--- src/rtl/ecg_frame_streamer.sv ---
// ecg_frame_streamer
// Buffers one frame of ECG samples from an upstream valid/ready source. Once the
// frame is full it pulses start to the classifier core, streams the frame at one
// sample per clock, waits a fixed latency, then captures the core's result and
// reports it with a one-cycle valid.
//
// Ports:
//   clk, rst          system clock (rising edge), synchronous active-high reset
//   in_data/in_valid  upstream sample and its valid
//   in_ready          streamer can accept a sample (IDLE and FILL only)
//   start             one-cycle frame-start pulse to the core
//   ecg_out/smp_valid streamed sample and its qualifier
//   classifier_in     result from the core
//   class_out         captured result, held until the next capture
//   class_valid       one-cycle pulse marking a fresh class_out
//   busy              high in every state except IDLE
//
// state     | meaning
// ----------+-----------------------------------------------------------
// ST_IDLE   | waiting for the first sample of a frame
// ST_FILL   | accepting samples 1..FRAME_LEN-1
// ST_START  | start pulse to the core, nothing streamed
// ST_STREAM | driving frame sample rd_ptr on ecg_out
// ST_WAIT   | counting lat_cnt 1..RESULT_LAT before capturing the result
// ST_REPORT | class_valid high for one cycle
module ecg_frame_streamer #(
    parameter int DATA_W     = 8,
    parameter int FRAME_LEN  = 15,
    parameter int CLASS_W    = 4,
    parameter int RESULT_LAT = 8
) (
    input  logic               clk,
    input  logic               rst,
    input  logic [DATA_W-1:0]  in_data,
    input  logic               in_valid,
    output logic               in_ready,
    output logic               start,
    output logic [DATA_W-1:0]  ecg_out,
    output logic               smp_valid,
    input  logic [CLASS_W-1:0] classifier_in,
    output logic [CLASS_W-1:0] class_out,
    output logic               class_valid,
    output logic               busy
);

    localparam int PTR_W = $clog2(FRAME_LEN);
    localparam int LAT_W = $clog2(RESULT_LAT + 1);
    localparam logic [PTR_W-1:0] LAST_IDX = PTR_W'(FRAME_LEN - 1);
    localparam logic [LAT_W-1:0] LAT_END  = LAT_W'(RESULT_LAT);

    typedef enum logic [2:0] {
        ST_IDLE,
        ST_FILL,
        ST_START,
        ST_STREAM,
        ST_WAIT,
        ST_REPORT
    } state_t;

    state_t             state_q, state_d;
    logic [PTR_W-1:0]   wr_ptr_q, wr_ptr_d;
    logic [PTR_W-1:0]   rd_ptr_q, rd_ptr_d;
    logic [PTR_W-1:0]   rd_nxt;
    logic [LAT_W-1:0]   lat_cnt_q, lat_cnt_d;
    logic               in_ready_q, in_ready_d;
    logic               start_q, start_d;
    logic [DATA_W-1:0]  ecg_out_q, ecg_out_d;
    logic               smp_valid_q, smp_valid_d;
    logic [CLASS_W-1:0] class_out_q, class_out_d;
    logic               class_valid_q, class_valid_d;
    logic               busy_q, busy_d;

    logic [DATA_W-1:0]  frame_q [FRAME_LEN];
    logic               wr_en;
    logic [PTR_W-1:0]   wr_idx;
    logic               hs;

    assign hs     = in_valid && in_ready_q;
    assign rd_nxt = rd_ptr_q + 1'b1;

    always_comb begin
        state_d       = state_q;
        wr_ptr_d      = wr_ptr_q;
        rd_ptr_d      = rd_ptr_q;
        lat_cnt_d     = lat_cnt_q;
        ecg_out_d     = '0;
        smp_valid_d   = 1'b0;
        class_out_d   = class_out_q;
        class_valid_d = 1'b0;
        wr_en         = 1'b0;
        wr_idx        = wr_ptr_q;

        case (state_q)
            ST_IDLE: begin
                if (hs) begin
                    wr_en    = 1'b1;
                    wr_idx   = '0;
                    wr_ptr_d = PTR_W'(1);
                    state_d  = ST_FILL;
                end
            end
            ST_FILL: begin
                if (hs) begin
                    wr_en = 1'b1;
                    if (wr_ptr_q == LAST_IDX) begin
                        wr_ptr_d = '0;
                        state_d  = ST_START;
                    end else begin
                        wr_ptr_d = wr_ptr_q + 1'b1;
                    end
                end
            end
            ST_START: begin
                // Sample 0 goes out in the cycle right after the start pulse.
                rd_ptr_d    = '0;
                ecg_out_d   = frame_q[0];
                smp_valid_d = 1'b1;
                state_d     = ST_STREAM;
            end
            ST_STREAM: begin
                if (rd_ptr_q == LAST_IDX) begin
                    // The last sample's cycle is latency cycle 0.
                    rd_ptr_d  = '0;
                    lat_cnt_d = LAT_W'(1);
                    state_d   = ST_WAIT;
                end else begin
                    rd_ptr_d    = rd_nxt;
                    ecg_out_d   = frame_q[rd_nxt];
                    smp_valid_d = 1'b1;
                end
            end
            ST_WAIT: begin
                if (lat_cnt_q == LAT_END) begin
                    class_out_d   = classifier_in;
                    class_valid_d = 1'b1;
                    lat_cnt_d     = '0;
                    state_d       = ST_REPORT;
                end else begin
                    lat_cnt_d = lat_cnt_q + 1'b1;
                end
            end
            ST_REPORT: begin
                state_d = ST_IDLE;
            end
            default: begin
                state_d = ST_IDLE;
            end
        endcase

        // Status outputs are registered copies of what the next state implies.
        in_ready_d = (state_d == ST_IDLE) || (state_d == ST_FILL);
        start_d    = (state_d == ST_START);
        busy_d     = (state_d != ST_IDLE);
    end

    always_ff @(posedge clk) begin
        if (rst) begin
            state_q       <= ST_IDLE;
            wr_ptr_q      <= '0;
            rd_ptr_q      <= '0;
            lat_cnt_q     <= '0;
            in_ready_q    <= 1'b1;
            start_q       <= 1'b0;
            ecg_out_q     <= '0;
            smp_valid_q   <= 1'b0;
            class_out_q   <= '0;
            class_valid_q <= 1'b0;
            busy_q        <= 1'b0;
        end else begin
            state_q       <= state_d;
            wr_ptr_q      <= wr_ptr_d;
            rd_ptr_q      <= rd_ptr_d;
            lat_cnt_q     <= lat_cnt_d;
            in_ready_q    <= in_ready_d;
            start_q       <= start_d;
            ecg_out_q     <= ecg_out_d;
            smp_valid_q   <= smp_valid_d;
            class_out_q   <= class_out_d;
            class_valid_q <= class_valid_d;
            busy_q        <= busy_d;
        end
    end

    // Frame storage needs no reset: every entry is rewritten before it is streamed.
    always_ff @(posedge clk) begin
        if (wr_en) begin
            frame_q[wr_idx] <= in_data;
        end
    end

    assign in_ready    = in_ready_q;
    assign start       = start_q;
    assign ecg_out     = ecg_out_q;
    assign smp_valid   = smp_valid_q;
    assign class_out   = class_out_q;
    assign class_valid = class_valid_q;
    assign busy        = busy_q;

endmodule

--- config.mk ---
export PLATFORM = sky130hd
export DESIGN_NAME = ecg_frame_streamer
export DESIGN_NICKNAME = d
export VERILOG_FILES = /design/src/rtl/ecg_frame_streamer.sv
export SDC_FILE = /design/constraint.sdc
export NUM_CORES = 1
export LEC_CHECK = 0
export CAP_MARGIN = 15
export CORE_ASPECT_RATIO = 1.75
export CORE_MARGIN = 2
export CORE_UTILIZATION = 31
export DETAILED_ROUTE_END_ITERATION = 6
export PLACE_DENSITY = 0.49
export SLEW_MARGIN = 20
export SYNTH_ARGS = -nofsm -noshare
export SYNTH_HDL_FRONTEND = slang
export SYNTH_SLANG_ARGS = --single-unit
--- constraint.sdc ---
create_clock -name clk -period 6.73 [get_ports clk]
set_clock_uncertainty 0.15 [all_clocks]
set_input_delay 0.673 -clock clk [delete_from_list [all_inputs] [get_ports clk]]
set_output_delay 0.673 -clock clk [all_outputs]
set_load 0.05 [all_outputs]
==> results.json <==
{
  "cp_cell_sequence": "clkdlybuf4s50_1 > and4bb_2 > and2_1 > nand3_1 > nor3_1",
  "fin_crit_sh": 0.430,
  "cts_buffers": 17,
  "wire_per_inst_um": 18.5,
  "overflow": 0,
  "final_cell_mix": "120 x edfxtp_1, 31 x dfxtp_1, 31 x clkdlybuf4s50_1, 26 x nor2_1, 20 x mux4_2",
  "irDropWorstVdd_uv": 136,
  "worstSetupStartpointType": "primary input",
  "grt_usage": 0.122,
  "grt_max_degree": 27,
  "synth_cell_types": 49,
  "dp_hpwl_um": 8300,
  "grt_pass1_vias": 3396,
  "clk_pin_slew_ns": 0.06,
  "crit_type": "primary input to flip-flop",
  "io_buffers": 31,
  "netlist_area_um2": 6190,
  "drt_iter0_markers": 231,
  "fin_hold_ws_ns": 0.303,
  "avgSynthCellArea_um2": 16.8,
  "cp.arrival_ns": 2.78,
  "critPathMaxFanout": 10,
  "final_max_slew_viol_count": 0,
  "cts.repair.resized": 0,
  "tightest_slew_ns": 1.10,
  "layout_commonest_cell": "edfxtp_1",
  "slew_headroom": 0.260,
  "pin_count": 32,
  "final-seq-area_um2": 4250,
  "ys_ff_latch": 152,
  "clkSinkCount": 152,
  "grt_pass1_wl_um": 19400,
  "synth_ff_type": "edfxtp_1",
  "totalWireLength_um": 12200,
  "rr_worst_depth": 5,
  "synthCells": 368,
  "async_reset_ff_frac": 0,
  "holdCritPathClass": "flip-flop to flip-flop",
  "num_vias": 3188,
  "num_antenna_cells": 0,
  "clk-insertion-delay-late_ns": 0.42,
  "slowest_stage": "nor3_1",
  "power_mw": 1.98,
  "cts_setup_buffers": 0,
  "clock-root-buffer": "clkbuf_16",
  "fin_nets": 423,
  "cp.required_ns": 6.62,
  "fillers": 1814,
  "outcome": "finished clean",
  "htree_levels": 4,
  "yosys_warnings": 0,
  "num_rows": 68,
  "clockBufferDepth": 2,
  "setup_tns_ns": 0,
  "met3_usage": 0.0254,
  "cts_tree": "built",
  "post-route-drc-count": 0,
  "dieArea_um2": 21100,
  "final_area_um2": 7300,
  "drtPass1Iterations": 4,
  "drive_above_1_share": 0.202,
  "coreArea_um2": 19700,
  "gp_congestion": 0.761,
  "synthesis.nets": 389,
  "viasPerCell": 4.83,
  "worstHoldPathCells": 2,
  "die_w_um": 111,
  "path_delay_family": "simple AND/OR/NAND/NOR gates",
  "final_antenna_net_count": 0,
  "grt_use_met2": 0.218,
  "multi_input_area_um2": 1830,
  "finalSetupViolCount": 0,
  "start_util": 0.315,
  "met1_usage": 0.139,
  "die_h_um": 191,
  "finalHoldViolCount": 0,
  "rsz0062_at_grt": "false",
  "fin_util": 0.371,
  "p_leak_nw": 2.34,
  "crit_cells": 5,
  "p_per_area_nw_per_um2": 271,
  "synthToLayoutAreaGrowth_pct": 17.9,
  "worst-path-buf-inv": 1,
  "antenna_found_initial": 0,
  "fin_crit_ns": 2.89,
  "critPathMaxStageDelay_ns": 0.87,
  "synth-seq-area-share": 0.686,
  "hold_buffers": 0,
  "place_area_um2": 6710,
  "maxCapViolations": 0,
  "busiest_layer": "met2",
  "timing.fmax_mhz": 346,
  "cp-end-kind": "flip-flop",
  "synth_edf_count": 120
}
[per-layer routing]
layer,wire (µm),vias to the layer above
met1,4920,1615
met2,6720,52
met5,0,-
li1,-,1508
met4,228,0
met3,330,13
[flip-flops by register name (all words and copies together) (netlist names), 3 cells and up]
name	cells
class_out	4
ecg_out	8
wr_ptr_q	4
frame_q	120
state_q	3
lat_cnt_q	4
rd_ptr_q	4
[cells by family (layout without fill, tap and decap cells)]
group | count (synthesis) | after routing | share of synthesized area
fa+ha+maj | 6 | 6 | 0.0121
mux | 56 | 56 | 0.154
flops | 152 | 152 | 0.686
buf+inv | 23 | 70 | 0.0210
simple gates | 82 | 82 | 0.0718
compound gates | 44 | 44 | 0.0471
xor+xnor | 5 | 5 | 0.00829
[area by class of cell]
cell class / count / area share
clock buffers: 18 / 0.0588
clock inverters: 14 / 0.0190
inverters: 4 / 0.00206
multi-input cells: 193 / 0.251
flip-flops and latches: 152 / 0.582
well taps: 245 / 0.0420
repair buffers: 34 / 0.0456
[worst paths after layout]
| path | start | end | slack, ns |
|---|---|---|---|
| min reg2reg | class_out[0] | class_out[0] | 0.30 |
| max | in_valid | frame_q[9][3] | 3.84 |
| min | class_out[0] | class_out[0] | 0.30 |
| max reg2reg | rd_ptr_q[0] | ecg_out[7] | 3.84 |
[tightest hold or removal path, delay by kind of cell (launching register included)]
kind,cells,cell delay (ns)
AOI/OAI and AO/OA,1,0.05
DFF,1,0.30
and+or+nand+nor,1,0.05
[per-stage QoR]
stage,instances,setup slack (ns)
2_1_floorplan,368,4.07
3_3_place_gp,628,3.36
3_5_place_dp,628,3.35
4_1_cts,660,3.79
5_1_grt,660,3.58
6_report,660,3.84
[cell usage after synthesis, types with 2 or more instances]
| cell | count | share of area |
|---|---|---|
| xor2_1 | 3 | 0.0042 |
| o21ai_1 | 8 | 0.0065 |
| or3_1 | 3 | 0.0030 |
| inv_1 | 4 | 0.0024 |
| nor2_1 | 26 | 0.016 |
| mux2_1 | 6 | 0.011 |
| nor3b_1 | 2 | 0.0024 |
| dfxtp_1 | 32 | 0.10 |
| mux4_1 | 4 | 0.017 |
| clkbuf_1 | 9 | 0.0055 |
| a21o_1 | 2 | 0.0024 |
| nand3_1 | 6 | 0.0049 |
| buf_6 | 5 | 0.0091 |
| buf_2 | 5 | 0.0040 |
| nand2b_1 | 6 | 0.0061 |
| and2_1 | 2 | 0.0020 |
| mux2i_1 | 8 | 0.013 |
| mux2_4 | 12 | 0.029 |
| o21ai_0 | 7 | 0.0057 |
| a32oi_1 | 8 | 0.011 |
| ha_1 | 6 | 0.012 |
| nor3_1 | 8 | 0.0065 |
| mux2_2 | 6 | 0.011 |
| mux4_2 | 20 | 0.073 |
| a21oi_1 | 11 | 0.0089 |
| and3_1 | 5 | 0.0051 |
| edfxtp_1 | 120 | 0.58 |
| nand2_1 | 13 | 0.0079 |
[power breakdown]
| part | switching (mW) | internal, mW |
|---|---|---|
| clock | 0.394 | 0.517 |
| combinational | 0.0259 | 0.0151 |
| sequential | 0.00733 | 1.02 |
No activity file was read; power rests on OpenSTA's default activity.
